## config.mk

```make
export PLATFORM = sky130hd
export DESIGN_NAME = tri_mem_loader
export DESIGN_NICKNAME = d
export VERILOG_FILES = /design/src/rtl/tri_load_pkg.sv /design/src/rtl/tri_word_packer.sv /design/src/rtl/tri_mem_loader.sv
export SDC_FILE = /design/constraint.sdc
export NUM_CORES = 1
export LEC_CHECK = 0
export BUFFER_PORTS_ARGS = -buffer_cell sky130_fd_sc_hd__buf_4
export CORE_ASPECT_RATIO = 1.25
export CORE_UTILIZATION = 38
export CTS_CLUSTER_SIZE = 10
export DETAILED_ROUTE_END_ITERATION = 16
export PLACE_DENSITY = 0.57
export SETUP_SLACK_MARGIN = 0.4
export SKIP_LAST_GASP = 1
export SLEW_MARGIN = 20
export SYNTH_ARGS = -nofsm -noshare
export SYNTH_HDL_FRONTEND = slang
export SYNTH_HIERARCHICAL = 1
export SYNTH_SLANG_ARGS = --single-unit
```

## constraint.sdc

```tcl
create_clock -name clk_in -period 3.4 [get_ports clk_in]
set_input_delay 0.68 -clock clk_in [delete_from_list [all_inputs] [get_ports clk_in]]
set_output_delay 0.68 -clock clk_in [all_outputs]
set_load 0.01 [all_outputs]
```

## src/rtl/tri_load_pkg.sv

```systemverilog
// Shared types and constants for the triangle memory loader.
//   state_t    : frame parser states.
//   err_code_t : abort reason reported on err_code_out.
//   TRI_BYTES  : payload bytes per triangle (three 32-bit vertices).
//   TRI_W      : width of one packed triangle word.
package tri_load_pkg;

  typedef enum logic [2:0] {
    IDLE,
    CNT_HI,
    CNT_LO,
    PAYLOAD,
    CHECK
  } state_t;

  typedef enum logic [1:0] {
    ERR_NONE,
    ERR_CKSUM,
    ERR_TIMEOUT,
    ERR_COUNT
  } err_code_t;

  localparam int TRI_BYTES = 12;
  localparam int TRI_W     = 96;

endpackage

```

## src/rtl/tri_word_packer.sv

```systemverilog
// Packs a little-endian byte stream into 96-bit triangle words.
// Bytes shift in at the top of the word, so after TRI_BYTES bytes the first
// byte sits in bits [7:0] (v0 byte 0) and the last in bits [95:88].
//   clk_in         : system clock.
//   rst_in         : asynchronous active-low reset.
//   clear_in       : drop any partial word and restart at byte 0.
//   byte_valid_in  : byte_in is a payload byte to pack this cycle.
//   byte_in        : payload byte.
//   word_ready_out : this cycle's byte completes a word (combinational).
//   word_out       : the word including this cycle's byte; complete when
//                    word_ready_out is high.
module tri_word_packer
  import tri_load_pkg::*;
(
  input  logic             clk_in,
  input  logic             rst_in,
  input  logic             clear_in,
  input  logic             byte_valid_in,
  input  logic [7:0]       byte_in,
  output logic             word_ready_out,
  output logic [TRI_W-1:0] word_out
);

  logic [3:0]       byte_cnt_q;
  logic [TRI_W-1:0] shift_q;

  // The completed word is offered in the same cycle as its last byte so the
  // parent can register it without an extra cycle of latency.
  assign word_out       = {byte_in, shift_q[TRI_W-1:8]};
  assign word_ready_out = byte_valid_in && (byte_cnt_q == 4'(TRI_BYTES - 1));

  // NOTE: state is updated with non-blocking assignments so every register
  // samples the values from before the clock edge, independent of order.
  always_ff @(posedge clk_in or negedge rst_in) begin
    if (!rst_in) begin
      byte_cnt_q <= '0;
      shift_q    <= '0;
    end else if (clear_in) begin
      byte_cnt_q <= '0;
    end else if (byte_valid_in) begin
      shift_q    <= word_out;
      byte_cnt_q <= word_ready_out ? 4'd0 : byte_cnt_q + 4'd1;
    end
  end

endmodule

```

## src/rtl/tri_mem_loader.sv

```systemverilog
// Writer side of the triangle memory read by the vertex shader.
// Parses frames  SYNC, count_hi, count_lo, N*12 payload bytes, checksum
// from a byte link, writes one {v2, v1, v0} word per triangle to sequential
// addresses from 0 and publishes the committed triangle count.
//   clk_in        : system clock.
//   rst_in        : asynchronous active-low reset.
//   byte_in       : received byte.
//   byte_valid_in : byte_in valid this cycle (no backpressure).
//   wr_en_out     : RAM write enable.
//   wr_addr_out   : RAM write address (triangle index).
//   wr_data_out   : RAM write data {v2, v1, v0}.
//   tri_count_out : committed triangle count.
//   load_done_out : one-cycle pulse, frame committed.
//   error_out     : one-cycle pulse, frame aborted.
//   err_code_out  : abort reason, held until the next accepted SYNC.
//   busy_out      : parser is inside a frame.
module tri_mem_loader
  import tri_load_pkg::*;
#(
  parameter int         ADDR_W         = 16,
  parameter logic [7:0] SYNC_BYTE      = 8'hA5,
  parameter int         MAX_TRIS       = 65535,
  parameter int         TIMEOUT_CYCLES = 1_000_000
) (
  input  logic              clk_in,
  input  logic              rst_in,
  input  logic [7:0]        byte_in,
  input  logic              byte_valid_in,
  output logic              wr_en_out,
  output logic [ADDR_W-1:0] wr_addr_out,
  output logic [TRI_W-1:0]  wr_data_out,
  output logic [15:0]       tri_count_out,
  output logic              load_done_out,
  output logic              error_out,
  output logic [1:0]        err_code_out,
  output logic              busy_out
);

  localparam int TMR_W = $clog2(TIMEOUT_CYCLES + 1);

  state_t            state_q, state_d;
  logic [7:0]        cnt_hi_q;
  logic [15:0]       n_q;
  logic [ADDR_W-1:0] tri_idx_q;
  logic [7:0]        cksum_q;
  logic [TMR_W-1:0]  timer_q;
  err_code_t         err_code_q;

  logic              timeout_hit;
  logic              byte_acc;
  logic [15:0]       count_n;
  logic              count_bad;
  logic              last_tri;
  logic              pk_valid;
  logic              pk_clear;
  logic              word_ready;
  logic [TRI_W-1:0]  word;

  // Output-process strobes.
  logic              sync_acc;
  logic              commit;
  logic              abort;
  err_code_t         abort_code;

  // On the timeout cycle the frame is abandoned and any byte present is lost.
  assign timeout_hit = (state_q != IDLE) && (timer_q == TMR_W'(TIMEOUT_CYCLES));
  assign byte_acc    = byte_valid_in && !timeout_hit;
  assign count_n     = {cnt_hi_q, byte_in};
  assign count_bad   = 32'(count_n) > MAX_TRIS;
  assign last_tri    = (32'(tri_idx_q) + 32'd1) == 32'(n_q);
  assign pk_valid    = byte_acc && (state_q == PAYLOAD);
  assign pk_clear    = sync_acc || abort;

  tri_word_packer u_packer (
    .clk_in        (clk_in),
    .rst_in        (rst_in),
    .clear_in      (pk_clear),
    .byte_valid_in (pk_valid),
    .byte_in       (byte_in),
    .word_ready_out(word_ready),
    .word_out      (word)
  );

  // State register.
  always_ff @(posedge clk_in or negedge rst_in) begin
    if (!rst_in) state_q <= IDLE;
    else         state_q <= state_d;
  end

  // Next-state logic.
  // NOTE: every signal assigned in a combinational block gets a default at
  // the top, so no path through the block can infer a latch.
  always_comb begin
    state_d = state_q;
    if (timeout_hit) begin
      state_d = IDLE;
    end else if (byte_valid_in) begin
      case (state_q)
        IDLE:    if (byte_in == SYNC_BYTE) state_d = CNT_HI;
        CNT_HI:  state_d = CNT_LO;
        CNT_LO: begin
          if (count_bad)          state_d = IDLE;
          else if (count_n == '0) state_d = CHECK;
          else                    state_d = PAYLOAD;
        end
        PAYLOAD: if (word_ready && last_tri) state_d = CHECK;
        CHECK:   state_d = IDLE;
        default: state_d = IDLE;
      endcase
    end
  end

  // Output logic: busy flag and the per-cycle frame events.
  always_comb begin
    busy_out   = (state_q != IDLE);
    sync_acc   = 1'b0;
    commit     = 1'b0;
    abort      = 1'b0;
    abort_code = ERR_NONE;
    if (timeout_hit) begin
      abort      = 1'b1;
      abort_code = ERR_TIMEOUT;
    end else if (byte_valid_in) begin
      case (state_q)
        IDLE:   sync_acc = (byte_in == SYNC_BYTE);
        CNT_LO: begin
          if (count_bad) begin
            abort      = 1'b1;
            abort_code = ERR_COUNT;
          end
        end
        CHECK: begin
          if (byte_in == cksum_q) begin
            commit = 1'b1;
          end else begin
            abort      = 1'b1;
            abort_code = ERR_CKSUM;
          end
        end
        default: ;
      endcase
    end
  end

  // Frame datapath and registered outputs.
  always_ff @(posedge clk_in or negedge rst_in) begin
    if (!rst_in) begin
      cnt_hi_q      <= '0;
      n_q           <= '0;
      tri_idx_q     <= '0;
      cksum_q       <= '0;
      timer_q       <= '0;
      err_code_q    <= ERR_NONE;
      wr_en_out     <= 1'b0;
      wr_addr_out   <= '0;
      wr_data_out   <= '0;
      tri_count_out <= '0;
      load_done_out <= 1'b0;
      error_out     <= 1'b0;
    end else begin
      wr_en_out     <= 1'b0;
      load_done_out <= 1'b0;
      error_out     <= 1'b0;

      if (sync_acc) begin
        err_code_q <= ERR_NONE;
        tri_idx_q  <= '0;
        cksum_q    <= '0;
      end
      if (abort) begin
        error_out  <= 1'b1;
        err_code_q <= abort_code;
      end
      if (commit) begin
        load_done_out <= 1'b1;
        tri_count_out <= n_q;
      end

      if (byte_acc && state_q == CNT_HI) cnt_hi_q <= byte_in;
      if (byte_acc && state_q == CNT_LO) n_q      <= count_n;
      if (pk_valid)                      cksum_q  <= cksum_q ^ byte_in;

      // Address and data only move on a write, so they hold otherwise.
      if (word_ready) begin
        wr_en_out   <= 1'b1;
        wr_addr_out <= tri_idx_q;
        wr_data_out <= word;
        tri_idx_q   <= tri_idx_q + 1'b1;
      end

      // Counts idle cycles inside a frame; any accepted byte restarts it.
      if (state_q == IDLE || timeout_hit || byte_valid_in) timer_q <= '0;
      else                                                 timer_q <= timer_q + TMR_W'(1);
    end
  end

  assign err_code_out = err_code_q;

endmodule

```

== Yosys cells after proc, flatten, opt, wreduce, memory -nomap -nowiden ==
Cells that the tools add are included.
Widths: inputs -> output; s select.
Cells by class
  add/sub/neg operators: 4
  bitwise operators: 2
  equal/unequal tests: 11
  muxes and demuxes: 34
  reductions and logical operators: 21
Operator list (number)
  $mux 16: 2
  $add 20x1->20 const B: 1
  $eq 20x20->1 const B: 1
  $mux 20: 1
  $add 16x1->17 const B: 1
  $eq 17x16->1: 1
  $mux 1: 17
  $add 16x1->16 const B: 1
  $logic_not 16->1: 1
  $mux 8: 2
  $mux 3: 5
  $mux 4: 3
  $pmux 3 s4: 1
  $reduce_bool 2->1: 5
  $eq 8x8->1: 1
  $eq 8x8->1 const B: 1
  $xor 8x8->8: 1
  $logic_and 1x1->1: 7
  $eq 3x2->1 const B: 2
  $mux 2: 3
  $add 4x1->4 const B: 1
  $eq 4x4->1 const B: 1
  $eq 3x1->1 const B: 1
  $eq 3x3->1 const B: 1
  9 further kinds: 11
Storage, ports and cells
  output and inout port bits: 134
  input port bits: 11
  register bits: 304

== Depth between registers and ports, before layout ==
Gate-level depths: netlist (run 1).
  word-level depth: 11
  gate-level depth with buffers: 13
  mapped depth without buffers: 12

== Cells and area by module ==
The synthesis (run 1) kept the hierarchy.
By module, submodules not included
  tri_mem_loader: instances 1, cells each 691, area each 8827.2 sq um
  tri_word_packer: instances 1, cells each 217, area each 3621.0 sq um

== Worst setup path before layout (run 1) ==
No wires, ideal clock.
  kind: input to register
  from: input port byte_valid_in
  to: register wr_data_out[16]
  setup slack: 0.023 ns
  arrival time: 3.253 ns
  required time: 3.275 ns
  library setup time: 0.125 ns
  stages on the path: 10
  buffers on the path: 4
  cell sequence: clkbuf_1 > nor2b_1 > o2111ai_2 > clkinv_1 > nand2_1 > nor3b_1 > clkbuf_1 > clkbuf_1 > buf_1 > mux2_2
On the way
  word-level cells in the longest chain between the ends: 3
Ends and longest elaborated chain
  from (decl): RTL line tri_mem_loader.sv:28  | input logic byte_valid_in,
  $logic_and 1x1->1: RTL line tri_mem_loader.sv:67  | assign byte_acc = byte_valid_in && !timeout_hit;
  $logic_and 1x1->1: RTL line tri_mem_loader.sv:71  | assign pk_valid = byte_acc && (state_q == PAYLOAD);
  via pk_valid: RTL line tri_mem_loader.sv:54  | logic pk_valid;
  $logic_and 1x1->1: RTL line tri_word_packer.sv:30  | assign word_ready_out = byte_valid_in && (byte_cnt_q == 4'(TRI_BYTES - 1));
  via word_ready: RTL line tri_mem_loader.sv:56  | logic word_ready;
  to (signal assigned): RTL line tri_mem_loader.sv:187  | wr_data_out <= word;
  to (decl): RTL line tri_mem_loader.sv:31  | output logic [TRI_W-1:0] wr_data_out,
The timed path passes the listed nets, and every way through them passes these cells.
A chain may end at the register's enable or synchronous reset.

== Worst setup path in the final report (run 1) ==
  from: register timer_q[0]
  to: register u_packer.shift_q[25]
On the way
  word-level cells in the longest chain between the ends: 6
  elaborated cells on any way between the ends: 10
Ends and longest elaborated chain
  from (decl): RTL line tri_mem_loader.sv:46  | logic [TMR_W-1:0] timer_q;
  from (signal assigned): RTL line tri_mem_loader.sv:193  | else timer_q <= timer_q + TMR_W'(1);
  $eq 20x20->1: RTL line tri_mem_loader.sv:66  | assign timeout_hit = (state_q != IDLE) && (timer_q == TMR_W'(TIMEOUT_CYCLES));
  $logic_and 1x1->1: RTL line tri_mem_loader.sv:66
  $mux 1: RTL line tri_mem_loader.sv:120  | if (timeout_hit) begin
  via abort: RTL line tri_mem_loader.sv:62  | logic abort;
  $logic_or 1x1->1: RTL line tri_mem_loader.sv:72  | assign pk_clear = sync_acc || abort;
  via pk_clear: RTL line tri_mem_loader.sv:55  | logic pk_clear;
  $not 1->1 (no source line)
  $reduce_and 2->1 (no source line)
  to (signal assigned): RTL line tri_word_packer.sv:41  | shift_q <= word_out;
  to (decl): RTL line tri_word_packer.sv:25  | logic [TRI_W-1:0] shift_q;
The timed path passes the listed nets, and every way through them passes these cells.

==> results of run 1 <==
[final timing paths]
kind	start	to	slack, ns	cells past startpoint
setup / recovery	timer_q[0]	u_packer/shift_q[25]	0.60	10
hold / removal	rst_in	u_packer/shift_q[32]	0.16	1
setup reg to reg	timer_q[0]	u_packer/shift_q[25]	0.60	10
hold reg to reg	u_packer/shift_q[12]	u_packer/shift_q[12]	0.50	1
max in group asynchronous	rst_in	wr_data_out[69]	2.33	2
min in group clk_in	byte_in[1]	cksum_q[1]	0.49	3
[layout by cell type, fill, tap and decap left out, types with 3 or more instances in the layout]
master / Yosys / layout
o21ai_0: 41 / 41
dfrtp_1: 296 / 296
buf_4: 9 / 162
and4_1: 3 / 3
a21oi_1: 11 / 11
or4_1: 3 / 3
nor3_1: 3 / 3
ha_1: 4 / 4
a21boi_0: 5 / 5
mux2i_1: 7 / 7
xor2_1: 27 / 27
o211ai_1: 3 / 3
mux2_2: 218 / 218
and3b_1: 3 / 3
clkbuf_16: 0 / 37
nand4_1: 13 / 13
nor4_1: 13 / 13
buf_12: 0 / 6
nand3_1: 21 / 21
inv_1: 13 / 13
nor2b_1: 11 / 10
and3_1: 11 / 11
mux2_4: 20 / 20
nand2_1: 32 / 32
o22ai_1: 4 / 4
nor2_1: 39 / 39
xnor2_1: 16 / 16
[state kept, by name, summed over array words and instances (netlist names)]
name and cells:
wr_data_out 96, u_packer/shift_q 88, timer_q 20, n_q 16, tri_count_out 16, tri_idx_q 16, wr_addr_out 16, cksum_q 8
cnt_hi_q 8, u_packer/byte_cnt_q 4, state_q 3, err_code_out 2, error_out 1, load_done_out 1, wr_en_out 1
[per-layer routing]
| layer | part of all wire [%] | GRT usage [%] | routed length [microns] |
|---|---|---|---|
| met5 | 0 | 0 | 0 |
| met4 | 2.1 | 5.39 | 568 |
| met3 | 4.7 | 3.10 | 1280 |
| met2 | 49 | 27.5 | 13300 |
| met1 | 44 | 22.1 | 12000 |
[repair_timing]
item                                    in CTS  in global routing
endpoints found under the hold margin        0                  0
hold buffers                                 0                  0
buffers inserted                             0                  2
resized for setup                            0                  1
endpoints found under the setup margin       0                 67
[area by class of cell]
class                      count  area [sq um]
sequential                   296          7410
multi-input combinational    546          4720
timing repair buffer         171          1400
inverter                      14          53.8
fill                        2897         17000
clock inverter                 3          33.8
clock buffer                  40           936
tap                          412           515
[power by group]
group	switching (uW)	internal [uW]	total, uW
Combinational	1190	1950	3140
Sequential	974	4760	5730
Clock	1360	1930	3290
Total	3520	8640	12200
[logic make-up after synthesis]
kind of cell,after synthesis,share of synthesized area (%)
adders and majority gates,4,0.402
muxes,247,22.9
buffers and inverters,66,2.70
xor gates and xnor gates,43,3.03
AOI/OAI and AO/OA,80,3.95
DFF,296,59.5
and+or+nand+nor,172,7.54
[per-stage QoR]
stage / hold slack [ns] / setup slack [ns]
floorplan: 0.384 / 0.444
global placement: 0.481 / 0.534
detailed placement: 0.485 / 0.515
CTS: 0.186 / 0.455
global route: 0.213 / 0.382
finish: 0.164 / 0.596
[critical path, stage by stage, from the launching register on]
cell,delay [ns]
dfrtp_1,0.41
inv_1,0.07
ha_1,0.16
nor4bb_1,0.30
nand3_1,0.22
or2_1,0.29
o2bb2ai_1,0.17
nand2b_1,0.18
nand2b_4,0.26
clkbuf_16,0.26
mux2_2,0.35
==> metrics.csv, run 1 <==
stage;metric;value;unit
timing;Tmin final;2.80;ns
synthesis;cell taking the most area after synthesis;dfrtp_1;
layout;Non-Filler Instances;1482;
power_and_ir_drop;pwr dens;807;nW/um^2
setup_path;WS Path Type;flop to flop;
setup_path;CP arrival;3.20;ns
synthesis;Post-Synthesis Cells;908;
timing;Fin. Hold Viols;0;
synthesis;flop and latch count out of synthesis;296;
clocking;CTS tree;built;
synthesis;mapped cell area;12400;sq um
clocking;Clk Latency, worst-skew pair;0.51;ns
placement;gpl congestion;0.814;
power_and_ir_drop;Tot Pwr;12200;uW
synthesis;synthesized netlist net count;923;
clocking;clock root buffer;clkbuf_16;
global_routing;largest net degree at the start of global routing;87;
layout;Layout Nets;1080;
layout;fin util;47.0;%
die;FP Rows;73;
placement;Placed Cells;1436;
synthesis;asr flop ratio synth;100;%
drt;wire length per cell;18.3;microns
drt;DRT iter0 DRCs;515;
global_routing;Overflow after GRT;0;
timing;Tcrit/Tclk final;82.5;%
die;Die W;164;microns
placement;Placed Area;14100;sq um
setup_path;crit end category;flop;
placement;count of input and output buffers;144;
clocking;clock tree buffer depth;3;
setup_path;Critical Path RT;3.79;ns
clocking;CTS buffer count;36;
global_routing;first-pass GRT wire length;43500;microns
synthesis;Avg Cell Area, Syn;13.7;sq um
timing;Worst Tran Pin Value;0.734;ns
clocking;H-tree levels;2;
synthesis;Post-synth top flop;dfrtp_1;
run_status;status;finished clean;
flow_run;max_cap viols;0;
timing;unrepaired setup endpoints after global routing;true;
clocking;clock net sink count;296;
drt;via/cell ratio;5.13;
power_and_ir_drop;worst vdd ir;0.400;mV
setup_path;Worst setup SP type;flop;
drt;drt drc;0;
worst_hold_path;hold crit path type;input pin to asynchronous set/reset pin;
timing;Clock Skews;0.0167;ns
timing;Final Slew Violations;0;
global_routing;GRT Resource Usage Total;16.7;%
global_routing;number of global-route vias before repair;7688;
drt;Post-DRT Antenna Nets;0;
synthesis;Post-synth EDFFs;0;
layout;number of antenna diodes;0;
die;die height;204;microns
drt;drt pass-1 iters;5;
layout;fin area;15100;sq um
clocking;Worst-path clk slew;0.05;ns
synthesis;Seq/Total Area, Yosys;59.5;%
placement;placed wire-length estimate;18300;microns
die;core box area;32100;sq um
die;die area;33500;sq um
synthesis;top cells by count, synth;dfrtp_1, mux2_2, o21ai_0, nor2_1, nand2_1;
synthesis;synth top area cells;dfrtp_1, mux2_2, mux2_4;
die;Ports;145;
synthesis;Yosys Warn Count;6;
synthesis;unique cell type count in the Yosys netlist;58;
global_routing;initial antenna violation count;0;
synthesis;top-count cell post-synth;dfrtp_1;
setup_path;worst-path maximum fanout;25;
die;Initial Util;38.8;%
timing;setup violators final;0;
timing;Slew HR;51.1;%
drt;routed wire length;27200;microns
timing;Peak Freq;0.357;GHz
layout;layout cells sized above 1;43.3;%
drt;via count;7609;
synthesis;share of the synthesized area in the top cell type;59.5;%
timing;setup TNS;0;ns
layout;Area growth syn-to-layout;21.1;%
power_and_ir_drop;Leak;0.00707;uW
Note: power is estimated with default switching activity, not from simulation.
==> run 2, diff against run 1 <==
- PLACE_DENSITY: 0.57 -> 0.59
- clock period: 3.4 -> 2.48 ns (I/O delays scaled with it)
==> metrics.csv, run 2 (synthesized netlist as in run 1, its figures left out) <==
stage;metric;value;unit;change
setup_path;CP arrival;2.87;ns;-0.33 ns
die;Initial Util;38.8;%;unchanged
run_status;status;finished clean;;
clocking;clock net sink count;296;;unchanged
die;die height;204;microns;unchanged
placement;Placed Area;14500;sq um;+3.1%
die;Die W;164;microns;unchanged
layout;Layout Nets;1188;;+10%
layout;top flop regs;wr_data_out: 96 flops, u_packer/shift_q: 88 flops, timer_q: 20 flops;;
clocking;Worst-path clk slew;0.05;ns;about the same
setup_path;CP endpoint;u_packer/shift_q[52];;
power_and_ir_drop;Sw Pwr;5200;uW;+48%
drt;drt drc;0;;unchanged
clocking;H-tree levels;2;;unchanged
global_routing;GRT Resource Usage Total;18.3;%;+1.6 points
drt;via count;8131;;+6.9%
power_and_ir_drop;Comb power frac;29.1;%;+3.3 points
clocking;clock root buffer;clkbuf_16;;
timing;Worst Tran Pin Value;0.464;ns;-0.270 ns
setup_path;crit end category;flop;;
setup_path;WS Path Type;flop to flop;;
clocking;CTS buffer count;36;;unchanged
power_and_ir_drop;Tot Pwr;17700;uW;+45%
setup_path;Worst R2R Setup Slack;0.01;ns;-0.58 ns
clocking;Clk Latency, worst-skew pair;0.52;ns;about the same
timing;Tmin final;2.47;ns;-0.337 ns
placement;count of input and output buffers;144;;unchanged
setup_path;worst-case reg-to-reg path depth;11;;+1
power_and_ir_drop;switching share of power;29.5;%;+0.54 points
die;die area;33500;sq um;unchanged
timing;unrepaired setup endpoints after global routing;true;;
layout;Top reg by flops;wr_data_out;;
setup_path;Worst setup SP type;flop;;
setup_path;cell repeated most along the worst path;nand2b_4;;
drt;drt pass-1 iters;6;;+1
timing;Fin. Hold Viols;0;;unchanged
power_and_ir_drop;Internal;12500;uW;+44%
setup_path;Critical Path RT;2.88;ns;-0.91 ns
drt;via/cell ratio;5.11;;-0.40%
power_and_ir_drop;pwr dens;1040;nW/um^2;+29%
setup_path;slowest CP cell;dfrtp_1;;
clocking;clock tree buffer depth;3;;unchanged
timing;Clock Skews;0.0143;ns;-0.00241 ns
drt;wire length per cell;19.6;microns;+6.9%
placement;gpl congestion;0.823;;+1.1%
placement;placed wire-length estimate;19100;microns;+4.6%
clocking;CTS tree;built;;
layout;number of antenna diodes;0;;unchanged
setup_path;reg2reg end;u_packer/shift_q[52];;
die;FP Rows;73;;unchanged
global_routing;Overflow after GRT;0;;unchanged
timing;Slew HR;69.0;%;+18 points
global_routing;number of global-route vias before repair;8257;;+7.4%
layout;layout cells sized above 1;51.0;%;+7.7 points
global_routing;initial antenna violation count;0;;unchanged
global_routing;first-pass GRT wire length;47200;microns;+8.5%
drt;DRT iter0 DRCs;397;;-23%
layout;Largest register FFs;96;;unchanged
layout;fin area;16900;sq um;+12%
die;core box area;32100;sq um;unchanged
setup_path;CP peak stage delay;0.38;ns;-0.03 ns
global_routing;largest net degree at the start of global routing;56;;-36%
worst_hold_path;hold crit path type;input pin to flop;;
layout;commonest non-fill, non-tap cell in the layout;dfrtp_1;;
setup_path;CP startpoint;timer_q[0];;
timing;setup violators final;0;;unchanged
flow_run;max_cap viols;0;;unchanged
power_and_ir_drop;clock share of power;26.2;%;-0.9 points
layout;most frequent cells in the layout;dfrtp_1, mux2_2, buf_4, clkbuf_16, nor2_1;;
die;Ports;145;;unchanged
power_and_ir_drop;Sequential Power Share;44.7;%;-2.4 points
power_and_ir_drop;Leak;0.00797;uW;+13%
setup_path;critical path cell sequence;inv_1 -> ha_2 -> nor4bb_4 -> nand3_2 -> or2_1 -> o2bb2ai_2 -> nand2b_4 -> nand2b_4 -> buf_12 -> buf_16 -> mux2_2;;
timing;Peak Freq;0.405;GHz;+14%
layout;Area growth syn-to-layout;36.0;%;
drt;Post-DRT Antenna Nets;0;;unchanged
setup_path;RR Startpoint;timer_q[0];;
timing;Final Slew Violations;0;;unchanged
timing;Tcrit/Tclk final;99.5;%;+17 points
setup_path;worst-path maximum fanout;11;;-56%
drt;routed wire length;31200;microns;+15%
power_and_ir_drop;worst vdd ir;0.792;mV;+98%
==> run 2: cell count changes in the layout (fill, tap and decap cells not counted), moves of 6 or more <==
cell and change:
buf_12 +17, buf_6 +15, buf_8 +6, buf_4 +42, buf_16 +19, clkbuf_16 +8
o21ai_1 +14, o21ai_0 -19
==> run 2: final cells by class <==
type / count / area (sq um)
Tap cell: 412 / 515
Fill cell: 2679 / 15100
Clock inverter: 4 / 63.8
Inverter: 14 / 57.6
Multi-Input combinational cell: 546 / 4910
Sequential cell: 296 / 7410
Timing Repair Buffer: 279 / 3050
Clock buffer: 39 / 912
==> run 2: timing repair <==
action | 4_1_cts | 5_1_grt
setup buffers | 29 | 7
pin swaps | 18 | 14
endpoints found under the hold margin | 45 | 0
endpoints found under the setup margin | 269 | 272
cloned | 16 | 12
resized for setup | 82 | 36
hold buffers | 1 | 0
==> run 2: worst min-delay path by stage <==
stage,start,end,slack (ns),depth (start not counted)
2_1_floorplan,rst_in,cksum_q[0],0.20,0
3_3_place_gp,rst_in,wr_data_out[34],0.44,1
3_5_place_dp,rst_in,wr_data_out[34],0.45,1
4_1_cts,byte_in[1],wr_data_out[89],0.26,2
5_1_grt,byte_in[1],wr_data_out[89],0.27,2
6_report,byte_in[1],cnt_hi_q[1],0.28,2
==> run 2: through the flow <==
stage                     utilization, %  hold WS (ns)  cells  worst slack [ns]  TNS, ns
final                               52.8         0.284   1590            0.0126        0
after global routing                52.8         0.273   1590           -0.0950   -10.37
after CTS                           51.4         0.264   1571            0.0141        0
after detailed placement            45.2         0.451   1482            0.0274        0
after global placement              45.2         0.443   1482            0.0523        0
after floorplan                        -         0.200    908           -0.0842    -4.17
==> run 2: power groups by stage <==
stage | clock [uW] | sequential [uW] | combinational (uW)
floorplan | 0 | 7760 | 2450
global route | 4930 | 8080 | 5530
global placement | 0 | 7920 | 4370
finish | 4620 | 7900 | 5140
detailed placement | 0 | 7970 | 4480
CTS | 4740 | 7890 | 4950
==> run 2: worst max-delay path, delay by kind of cell (launching register included) <==
family / cells / cell delay [ns]
AO/OA/AOI/OAI: 1 / 0.14
adder cells (fa/ha/maj): 1 / 0.16
buffers and inverters: 3 / 0.40
flip-flops: 1 / 0.38
multiplexers: 1 / 0.34
AND/OR/NAND/NOR: 5 / 0.93
==> run 2: layer usage <==
metal	part of all wire (%)	GRT usage, %	wire [microns]
met4	2.4	5.62	763
met2	51	31.4	15900
met1	43	23.5	13400
met5	0	0	0
met3	3.7	3.13	1140
==> run 3, diff against run 2 <==
- PLACE_DENSITY: 0.59 -> 0.68
==> metrics.csv, run 3 (synthesized netlist as in run 1, its figures left out) <==
stage;metric;value;unit;change
run_status;status;complete, but fails checks;;
run_status;violated checks;negative setup slack;;
timing;Tmin final;2.49;ns;+0.0260 ns
die;die height;204;microns;unchanged
setup_path;CP peak stage delay;0.41;ns;+0.03 ns
timing;Tcrit/Tclk final;101;%;+1.1 points
drt;via/cell ratio;5.11;;about the same
drt;drt pass-1 iters;4;;-2
layout;Largest register FFs;96;;unchanged
setup_path;CP arrival;2.89;ns;+0.02 ns
global_routing;Overflow after GRT;0;;unchanged
layout;most frequent cells in the layout;dfrtp_1, mux2_2, buf_4, clkbuf_16, nor2_1;;
clocking;Clk Latency, worst-skew pair;0.51;ns;about the same
timing;Clock Skews;0.0176;ns;+0.00332 ns
layout;Area growth syn-to-layout;30.3;%;
global_routing;initial antenna violation count;0;;unchanged
placement;count of input and output buffers;144;;unchanged
clocking;clock net sink count;296;;unchanged
clocking;H-tree levels;2;;unchanged
die;Ports;145;;unchanged
worst_hold_path;hold crit path type;input pin to flop;;
die;FP Rows;73;;unchanged
setup_path;crit end category;flop;;
clocking;clock root buffer;clkbuf_16;;
placement;placed wire-length estimate;19300;microns;+1.1%
layout;number of antenna diodes;0;;unchanged
clocking;Worst-path clk slew;0.05;ns;about the same
global_routing;GRT busiest layer;met2;;
die;core box area;32100;sq um;unchanged
power_and_ir_drop;pwr dens;1060;nW/um^2;+1.2%
layout;Layout Nets;1165;;-1.9%
drt;Post-DRT Antenna Nets;0;;unchanged
global_routing;number of global-route vias before repair;8062;;-2.4%
power_and_ir_drop;worst vdd ir;0.634;mV;-20%
layout;top flop regs;wr_data_out: 96 flops, u_packer/shift_q: 88 flops, timer_q: 20 flops;;
layout;commonest non-fill, non-tap cell in the layout;dfrtp_1;;
timing;Worst Tran Pin Value;0.547;ns;+0.0827 ns
drt;drt drc;0;;unchanged
die;Die W;164;microns;unchanged
power_and_ir_drop;Leak;0.00767;uW;-3.8%
global_routing;grt met2 use;29.4;%;-2.0 points
global_routing;largest net degree at the start of global routing;66;;+18%
die;Initial Util;38.8;%;unchanged
layout;Top reg by flops;wr_data_out;;
timing;Slew HR;63.5;%;-5.5 points
timing;Final Slew Violations;0;;unchanged
placement;Placed Area;14600;sq um;+0.52%
clocking;CTS buffer count;36;;unchanged
global_routing;met1 global-route usage;22.2;%;-1.3 points
flow_run;max_cap viols;0;;unchanged
setup_path;slowest CP cell;dfrtp_1;;
timing;setup violators final;9;;+9
drt;routed wire length;29100;microns;-6.7%
global_routing;first-pass GRT wire length;45100;microns;-4.3%
drt;via count;8015;;-1.4%
setup_path;WS Path Type;flop to flop;;
timing;unrepaired setup endpoints after global routing;true;;
drt;DRT iter0 DRCs;371;;-6.5%
timing;Fin. Hold Viols;0;;unchanged
setup_path;cell repeated most along the worst path;buf_6;;
setup_path;worst-path maximum fanout;8;;-3
global_routing;M3 GR Usage;3.17;%;+0.041 points
timing;Peak Freq;0.401;GHz;-1.0%
clocking;clock tree buffer depth;3;;unchanged
die;die area;33500;sq um;unchanged
setup_path;Worst setup SP type;flop;;
layout;fin area;16200;sq um;-4.2%
drt;wire length per cell;18.6;microns;-5.4%
placement;gpl congestion;0.842;;+2.4%
timing;Final WS setup;-0.0134;ns;-0.0260 ns
global_routing;GRT Resource Usage Total;17.4;%;-0.97 points
layout;layout cells sized above 1;48.6;%;-2.4 points
setup_path;Critical Path RT;2.88;ns;about the same
clocking;CTS tree;built;;
setup_path;critical path cell sequence;nor4_4 -> nand4_1 -> buf_4 -> o2111ai_4 -> clkinv_4 -> nand2_4 -> nor3b_4 -> buf_6 -> buf_6 -> buf_16 -> clkbuf_16 -> mux2_2;;
power_and_ir_drop;Tot Pwr;17100;uW;-3.0%
[run 3: cell types whose count changed in the layout (fill, tap and decap cells not counted), sizes merged]
cell,before,now
buf,269,247
bufbuf,0,1
bufinv,1,0
[run 3: layer usage]
layer	share of wire [%]	wire [microns]
met5	0	0
met3	3.7	1090
met4	2.5	727
met2	51	14700
met1	43	12500
[run 3: stage by stage]
step | hold slack, ns | util (%) | cells | setup slack (ns) | setup TNS, ns
after floorplan | 0.200 | - | 908 | -0.0842 | -4.17
after global placement | 0.484 | 45.4 | 1487 | 0.0495 | 0
after detailed placement | 0.477 | 45.4 | 1487 | 0.0390 | 0
after CTS | 0.249 | 49.6 | 1551 | 0.0562 | 0
after global routing | 0.253 | 50.6 | 1568 | -0.105 | -9.38
final | 0.269 | 50.6 | 1568 | -0.0134 | -0.0550
[run 3: worst paths after layout]
check                                  from              endpoint  slack [ns]  cells past startpoint
min in group asynchronous            rst_in  u_packer/shift_q[42]        0.52                      2
hold / removal                   byte_in[3]       wr_data_out[91]        0.27                      2
hold reg to reg            tri_count_out[6]      tri_count_out[6]        0.49                      1
setup / recovery                 timer_q[2]       wr_data_out[77]       -0.01                     12
setup reg to reg                 timer_q[2]       wr_data_out[77]       -0.01                     12
max in group asynchronous            rst_in       wr_addr_out[12]        1.20                      3
[run 3: area by class of cell]
cell class                      count  area (sq um)
Clock inverter                      3          33.8
Multi-Input combinational cell    546          4840
Tap cell                          412           515
Inverter                           14          57.6
Sequential cell                   296          7410
Fill cell                        2733         15800
Clock buffer                       41           930
Timing Repair Buffer              256          2440
[run 3: what timing repair did]
| item | in CTS | in global routing |
|---|---|---|
| hold buffers | 1 | 0 |
| cloned | 7 | 7 |
| resized for setup | 42 | 17 |
| setup buffers | 12 | 10 |
| endpoints found under the setup margin | 271 | 273 |
| hold endpoints to repair | 58 | 0 |
| pin swaps | 8 | 6 |
[run 3: power breakdown]
| group | switching, uW | total [uW] | leakage (uW) | internal, uW |
|---|---|---|---|---|
| combinational | 1840 | 4820 | 0.00341 | 2990 |
| sequential | 1310 | 7830 | 0.00378 | 6520 |
| clock | 1840 | 4470 | 0.000471 | 2630 |
[run 3: worst max-delay path: cells and delay by family, from the launching register on]
kind | cells | cell delay, ns
mux | 1 | 0.27
simple gates | 4 | 0.61
buf+inv | 6 | 0.85
flops | 1 | 0.41
compound gates | 1 | 0.23
